$ cat config.mk
export PLATFORM = sky130hd
export DESIGN_NAME = reg_writeback
export DESIGN_NICKNAME = d
export VERILOG_FILES = /design/src/rtl/reg_writeback.sv
export SDC_FILE = /design/constraint.sdc
export NUM_CORES = 1
export LEC_CHECK = 0
export ABC_CLOCK_PERIOD_IN_PS = 4200
export CORE_MARGIN = 1
export CORE_UTILIZATION = 34
export CTS_CLUSTER_DIAMETER = 100
export DETAILED_ROUTE_END_ITERATION = 7
export GPL_TIMING_DRIVEN = 0
export PLACE_DENSITY = 0.64
export SETUP_SLACK_MARGIN = 0.15
export SYNTH_ARGS = -nofsm -noshare
export SYNTH_HDL_FRONTEND = slang
export SYNTH_SLANG_ARGS = --single-unit
$ cat constraint.sdc
create_clock -name cpu_clk -period 4.2 [get_ports cpu_clk]
set_clock_uncertainty 0.05 [all_clocks]
set_input_delay 0.84 -clock cpu_clk [delete_from_list [all_inputs] [get_ports cpu_clk]]
set_output_delay 0.84 -clock cpu_clk [all_outputs]
set_load 0.005 [all_outputs]
$ cat src/rtl/reg_writeback.sv
// rtl/reg_writeback.sv - write-back queue in front of the 16-entry register file
//
// Queues results from three producers (mem > sp > alu priority) and drives one
// register file write per cycle. It also exports a pending-write scoreboard.
//
// Ports:
//   cpu_clk, cpu_rst_n          clock, asynchronous active-low reset
//   mem_valid/ready/dst/val     load result handshake (highest priority)
//   sp_valid/ready/val          32-bit SP update, writes reg 14 then reg 15
//   alu_valid/ready/dst/val     ALU result handshake (lowest priority)
//   we, src_w, val              register file write port, driven from the FIFO head
//   busy                        bit r set while a write to r is queued or presented
//   count                       current occupancy
module reg_writeback #(
   parameter int DEPTH = 4
) (
   input  logic                     cpu_clk,
   input  logic                     cpu_rst_n,
   input  logic                     alu_valid,
   output logic                     alu_ready,
   input  logic [3:0]               alu_dst,
   input  logic [15:0]              alu_val,
   input  logic                     mem_valid,
   output logic                     mem_ready,
   input  logic [3:0]               mem_dst,
   input  logic [15:0]              mem_val,
   input  logic                     sp_valid,
   output logic                     sp_ready,
   input  logic [31:0]              sp_val,
   output logic                     we,
   output logic [3:0]               src_w,
   output logic [15:0]              val,
   output logic [15:0]              busy,
   output logic [$clog2(DEPTH):0]   count
);

   localparam int AW = $clog2(DEPTH);
   localparam int CW = AW + 1;
   localparam logic [CW-1:0] FULL_C   = CW'(DEPTH);
   localparam logic [CW-1:0] SP_MAX_C = CW'(DEPTH - 2);

   logic [19:0]   fifo_q [DEPTH];
   logic [AW-1:0] wr_ptr_q, wr_ptr_d;
   logic [AW-1:0] rd_ptr_q, rd_ptr_d;
   logic [CW-1:0] count_q, count_d;
   logic [3:0]    src_w_q, src_w_d;
   logic [15:0]   val_q, val_d;
   logic          mem_acc, sp_acc, alu_acc, pop;
   logic [1:0]    push_n;
   logic [19:0]   push0, push1;
   logic [15:0]   busy_c;

   // Readies look only at registered occupancy (not the same-cycle pop) and at
   // higher-priority valids, so none depends on its own valid or on we.
   assign mem_ready = cpu_rst_n && (count_q < FULL_C);
   assign sp_ready  = cpu_rst_n && !mem_valid && (count_q <= SP_MAX_C);
   assign alu_ready = cpu_rst_n && !mem_valid && !sp_valid && (count_q < FULL_C);

   assign mem_acc = mem_valid && mem_ready;
   assign sp_acc  = sp_valid && sp_ready;
   assign alu_acc = alu_valid && alu_ready;

   always_comb begin
      push_n = 2'd0;
      push0  = '0;
      push1  = '0;
      // Writes to register 0 complete the handshake but are dropped here.
      if (mem_acc) begin
         if (mem_dst != 4'd0) begin
            push_n = 2'd1;
            push0  = {mem_dst, mem_val};
         end
      end else if (sp_acc) begin
         push_n = 2'd2;
         push0  = {4'd14, sp_val[15:0]};
         push1  = {4'd15, sp_val[31:16]};
      end else if (alu_acc && (alu_dst != 4'd0)) begin
         push_n = 2'd1;
         push0  = {alu_dst, alu_val};
      end
   end

   always_comb begin
      pop      = (count_q != '0);
      count_d  = count_q + CW'(push_n) - CW'(pop);
      wr_ptr_d = wr_ptr_q + AW'(push_n);
      rd_ptr_d = rd_ptr_q + AW'(pop);
      src_w_d  = src_w_q;
      val_d    = val_q;
      // Preload the next head into the output registers: an entry already in
      // storage if one survives the pop, otherwise the first entry pushed now.
      // With nothing left the outputs keep their last values.
      if ((count_q - CW'(pop)) != '0) begin
         {src_w_d, val_d} = fifo_q[rd_ptr_d];
      end else if (push_n != 2'd0) begin
         {src_w_d, val_d} = push0;
      end
   end

   always_ff @(posedge cpu_clk) begin
      if (push_n != 2'd0) begin
         fifo_q[wr_ptr_q] <= push0;
      end
      if (push_n == 2'd2) begin
         fifo_q[wr_ptr_q + AW'(1)] <= push1;
      end
   end

   always_ff @(posedge cpu_clk or negedge cpu_rst_n) begin
      if (!cpu_rst_n) begin
         count_q  <= '0;
         wr_ptr_q <= '0;
         rd_ptr_q <= '0;
         src_w_q  <= '0;
         val_q    <= '0;
      end else begin
         count_q  <= count_d;
         wr_ptr_q <= wr_ptr_d;
         rd_ptr_q <= rd_ptr_d;
         src_w_q  <= src_w_d;
         val_q    <= val_d;
      end
   end

   always_comb begin
      busy_c = '0;
      for (int i = 0; i < DEPTH; i++) begin
         if (CW'(i) < count_q) begin
            busy_c[fifo_q[rd_ptr_q + AW'(i)][19:16]] = 1'b1;
         end
      end
      busy = busy_c & 16'hFFFE;
   end

   assign we    = (count_q != '0);
   assign src_w = src_w_q;
   assign val   = val_q;
   assign count = count_q;

endmodule

==> impl_summary.md <==
Global routing
The initial antenna violation count is 0. The number of global-route vias before repair is approximately 5,400. The overflow left after global routing is 0. The first global-routing pass estimated 30.8 mm of wire. The overall track demand over capacity in global routing is between 20% and 30%. The maximum number of pins on one net before global-route repair is 32.

Timing
The setup TNS after final layout is 0 ns. The pin slew with the least headroom to its limit is 0.957 ns. Setup violations remaining at the end of the flow were counted as 0. The number of pins with negative max-slew slack in the final report is 0. The period utilization is 92.6%. The upper clock frequency limit is 0.257 GHz. The hold violation count in the final report is 0. Subtracting the final worst setup slack from the clock period gives 3.89 ns. Headroom to the max-slew limit came out at 36.2%.

Setup repair after global routing left no endpoint under its margin.

Synth
The sequential-to-total area share from yosys stat is around half. Yosys instantiated no cell more often than sky130_fd_sc_hd__edfxtp_1. The cell taking the most area after synthesis is sky130_fd_sc_hd__edfxtp_1.

Each instance of the synthesized netlist takes up on average about 12 sq um. Yosys mapped the design onto 52 distinct sky130hd cell types. Counting every net in the synthesized netlist gives 620. Counting flops with an async set or reset pin after synthesis yields a share of 25.2%. The most used flip-flop cell after synthesis is sky130_fd_sc_hd__edfxtp_1. After synthesis, the cell types taking the most area are sky130_fd_sc_hd__edfxtp_1, sky130_fd_sc_hd__mux4_2, sky130_fd_sc_hd__dfrtp_1, sky130_fd_sc_hd__a21oi_1, sky130_fd_sc_hd__nor2_1.

The commonest cells after synthesis are sky130_fd_sc_hd__edfxtp_1, sky130_fd_sc_hd__nor2_1, sky130_fd_sc_hd__a21oi_1, sky130_fd_sc_hd__mux4_2, sky130_fd_sc_hd__dfrtp_1. Synthesis produced a netlist whose cell count is 538. In this run, synthesis produced a sequential element count of around 110. The fraction of synthesized cell area taken by the top area cell type is 38.3%. Counting flops with a built-in enable in the synthesized netlist gives 80. In this run the cell area of the synthesized design comes to around 0.0063 sq mm. The total of warnings raised by yosys is 0.

Detailed routing
For this block, the routed nets add up to 20.3 mm of wire. For this run, the detailed router's first-pass iteration total came to 7. The count of vias placed by the detailed router is around 5,500. The per-cell via count in the routed design is 6.04. The average routed wire per standard cell is approximately 22 um. The post-detailed-route count of antenna-violating nets is 0. The first routing iteration left ~530 violations. The residual DRC count is 0.

Critical path
The cell with the largest stage delay on the worst path is sky130_fd_sc_hd__nor3_2. For this run, the slowest stage of the critical path takes 0.47 ns. The kind of cell with the highest combined delay along the critical path is buffers and inverters. The type of destination of the critical path is an output pin.

The cell count along the critical path is 7. Together, buffers and inverters on the worst path number 3. The critical path ends at busy[15]. Counting cells, the worst reg-to-reg path comes to 9.

The setup check on the worst reg-to-reg path leaves a slack of 0.47 ns. In this run the worst setup path begins at count[2]$_DFF_PN0_. The reg-to-reg critical path endpoint is val[7]$_DFFE_PN0P_. The required time reported for the critical path endpoint is 3.31 ns. The signal on the critical path passes through clkbuf_1 > nor3_2 > inv_1 > and3_1 > a22oi_1 > o221ai_1 > clkdlybuf4s50_1. In this run the critical register-to-register path is launched from count[2]$_DFF_PN0_. The biggest fanout along the worst timing path is 10.

The kind of start point of the critical path is a flop. The critical path is of the reg2out type. Data on the critical path arrives at its endpoint at 3.00 ns.

Placed design
The placed cell area is 0.00784 sq mm. During placement, the flow inserted port buffers numbering 118. The number of placed instances, taps included, is 887. The total half-perimeter wirelength after legalization and detailed placement is 14.4 mm. The routability-driven placement congestion ratio is 0.863.

CTS
After clock tree synthesis, the clock-pin slew on the worst setup and hold paths is 0.07 ns. The clock passes through at most 2 buffers. The total clock sinks is between 100 and 150. The clock reaches the later pin of the worst-skew pair after 0.35 ns.

The cell sitting at the root of the clock tree is a sky130_fd_sc_hd__clkbuf_16. Counting the buffers created by CTS gives 9. TritonCTS built the clock tree.

The H-tree generated during clock tree synthesis spans 3 levels. In this run the post-CTS setup repair buffer count came out at 0.

Power and ir drop
IR analysis of the VDD net gives a maximum drop of between 0.3 and 0.4 mV. The power per cell area is 722 mW/mm^2. The analysis attributes to cell leakage a power of 2.94 nW.

Die
From bottom edge to top edge, the die measures about 140 um. The initial utilization of the core area, before any placement, comes to 34.8%. The die covers 0.0190 sq mm. The number of placement rows is 49. The I/O pin count is 120. The floorplan die width is 138 um. The core box area is 0.0180 sq mm.

Flow run
Across the run, the number of max-cap violations was 0.

Final layout
The antenna diode instance count is 0. From synthesis to final layout, the design area changed by 30.2%. The count of nets after finishing is between 700 and 800. After routing the design area is 0.00817 sq mm. The area of the multi-input gates is 0.00302 sq mm. The finished layout holds 905 standard cells, fillers aside. Fill cells in the final layout number around 1,700. The final core area utilization is 45.3%. The share of final-layout standard cells stronger than drive strength 1 is 14.9%. The sequential cell area in the final layout is 0.00308 sq mm.

Worst hold path
The min-delay analysis places its worst path in the category in2async.

Status
The flow ran to the end, and the final reports show no timing, DRC or antenna violations.
## cell families after synthesis
group	share of synthesized area, %
xor+xnor	1.12
mux	13.2
fa+ha+maj	1.12
compound gates	18.6
simple gates	12.4
other cells	0.0597
buf+inv	4.50
flops	49.0
## worst min-delay path by stage
stage                             from             endpoint  slack (ns)  depth (start not counted)
finish                       cpu_rst_n  val[14]$_DFFE_PN0P_        0.39                          1
global route                 cpu_rst_n  val[13]$_DFFE_PN0P_        0.42                          1
CTS                          cpu_rst_n  val[13]$_DFFE_PN0P_        0.41                          1
detailed placement  val[8]$_DFFE_PN0P_   val[8]$_DFFE_PN0P_        0.48                          2
global placement    val[8]$_DFFE_PN0P_   val[8]$_DFFE_PN0P_        0.47                          2
floorplan           val[0]$_DFFE_PN0P_   val[0]$_DFFE_PN0P_        0.48                          2
## metal layers
| layer | up-vias | part of all wire [%] | track usage [%] |
|---|---|---|---|
| li1 | 2399 | - | - |
| met1 | 2675 | 38 | 27.7 |
| met2 | 337 | 50 | 38.3 |
| met3 | 54 | 8.4 | 3.00 |
| met4 | 0 | 3.3 | 9.60 |
| met5 | - | 0 | 0 |
## cell type report
| class | count | share of cell area (%) |
|---|---|---|
| sequential | 107 | 37.7 |
| multi-input combinational | 368 | 36.9 |
| timing repair buffer | 120 | 15.1 |
| tap | 229 | 3.51 |
| clock buffer | 10 | 2.92 |
| buffer | 42 | 2.43 |
| inverter | 23 | 1.06 |
| clock inverter | 6 | 0.383 |
## report_power, final
group          total (W)  internal [W]  switching [W]
Sequential       0.00159       0.00146       0.000130
Clock           0.000793      0.000412       0.000380
Combinational    0.00352       0.00173        0.00179
## stage by stage
step	power (W)	setup slack (ns)	hold WS, ns
after floorplan	0.00376	0.225	0.477
after global placement	0.00495	-3.49	0.471
after detailed placement	0.00506	-0.456	0.479
after CTS	0.00589	0.111	0.406
after global routing	0.00626	0.181	0.422
final	0.00590	0.313	0.393
## state kept, by name, summed over array words and instances, names as in the netlist
signal    flops
count         3
fifo_q       80
rd_ptr_q      2
src_w         4
val          16
wr_ptr_q      2
## placed cells by master, fill, tap and decap left out, drive strengths merged, types with 12 or more instances in the layout
master	instances
clkdlybuf4s50	117
edfxtp	80
nor2	75
a21oi	67
clkbuf	36
mux4	35
dfrtp	27
nand2	26
inv	23
o221ai	23
buf	19
a222oi	16
a22oi	15
a221o	12
## timing repair
item | CTS | global route
resized for setup | 4 | 6
endpoints found under the hold margin | 0 | 0
endpoints found under the setup margin | 45 | 51
cloned | 2 | 0
hold buffers | 0 | 0
pin swaps | 1 | 0
No activity file was read; power rests on OpenSTA's default activity.
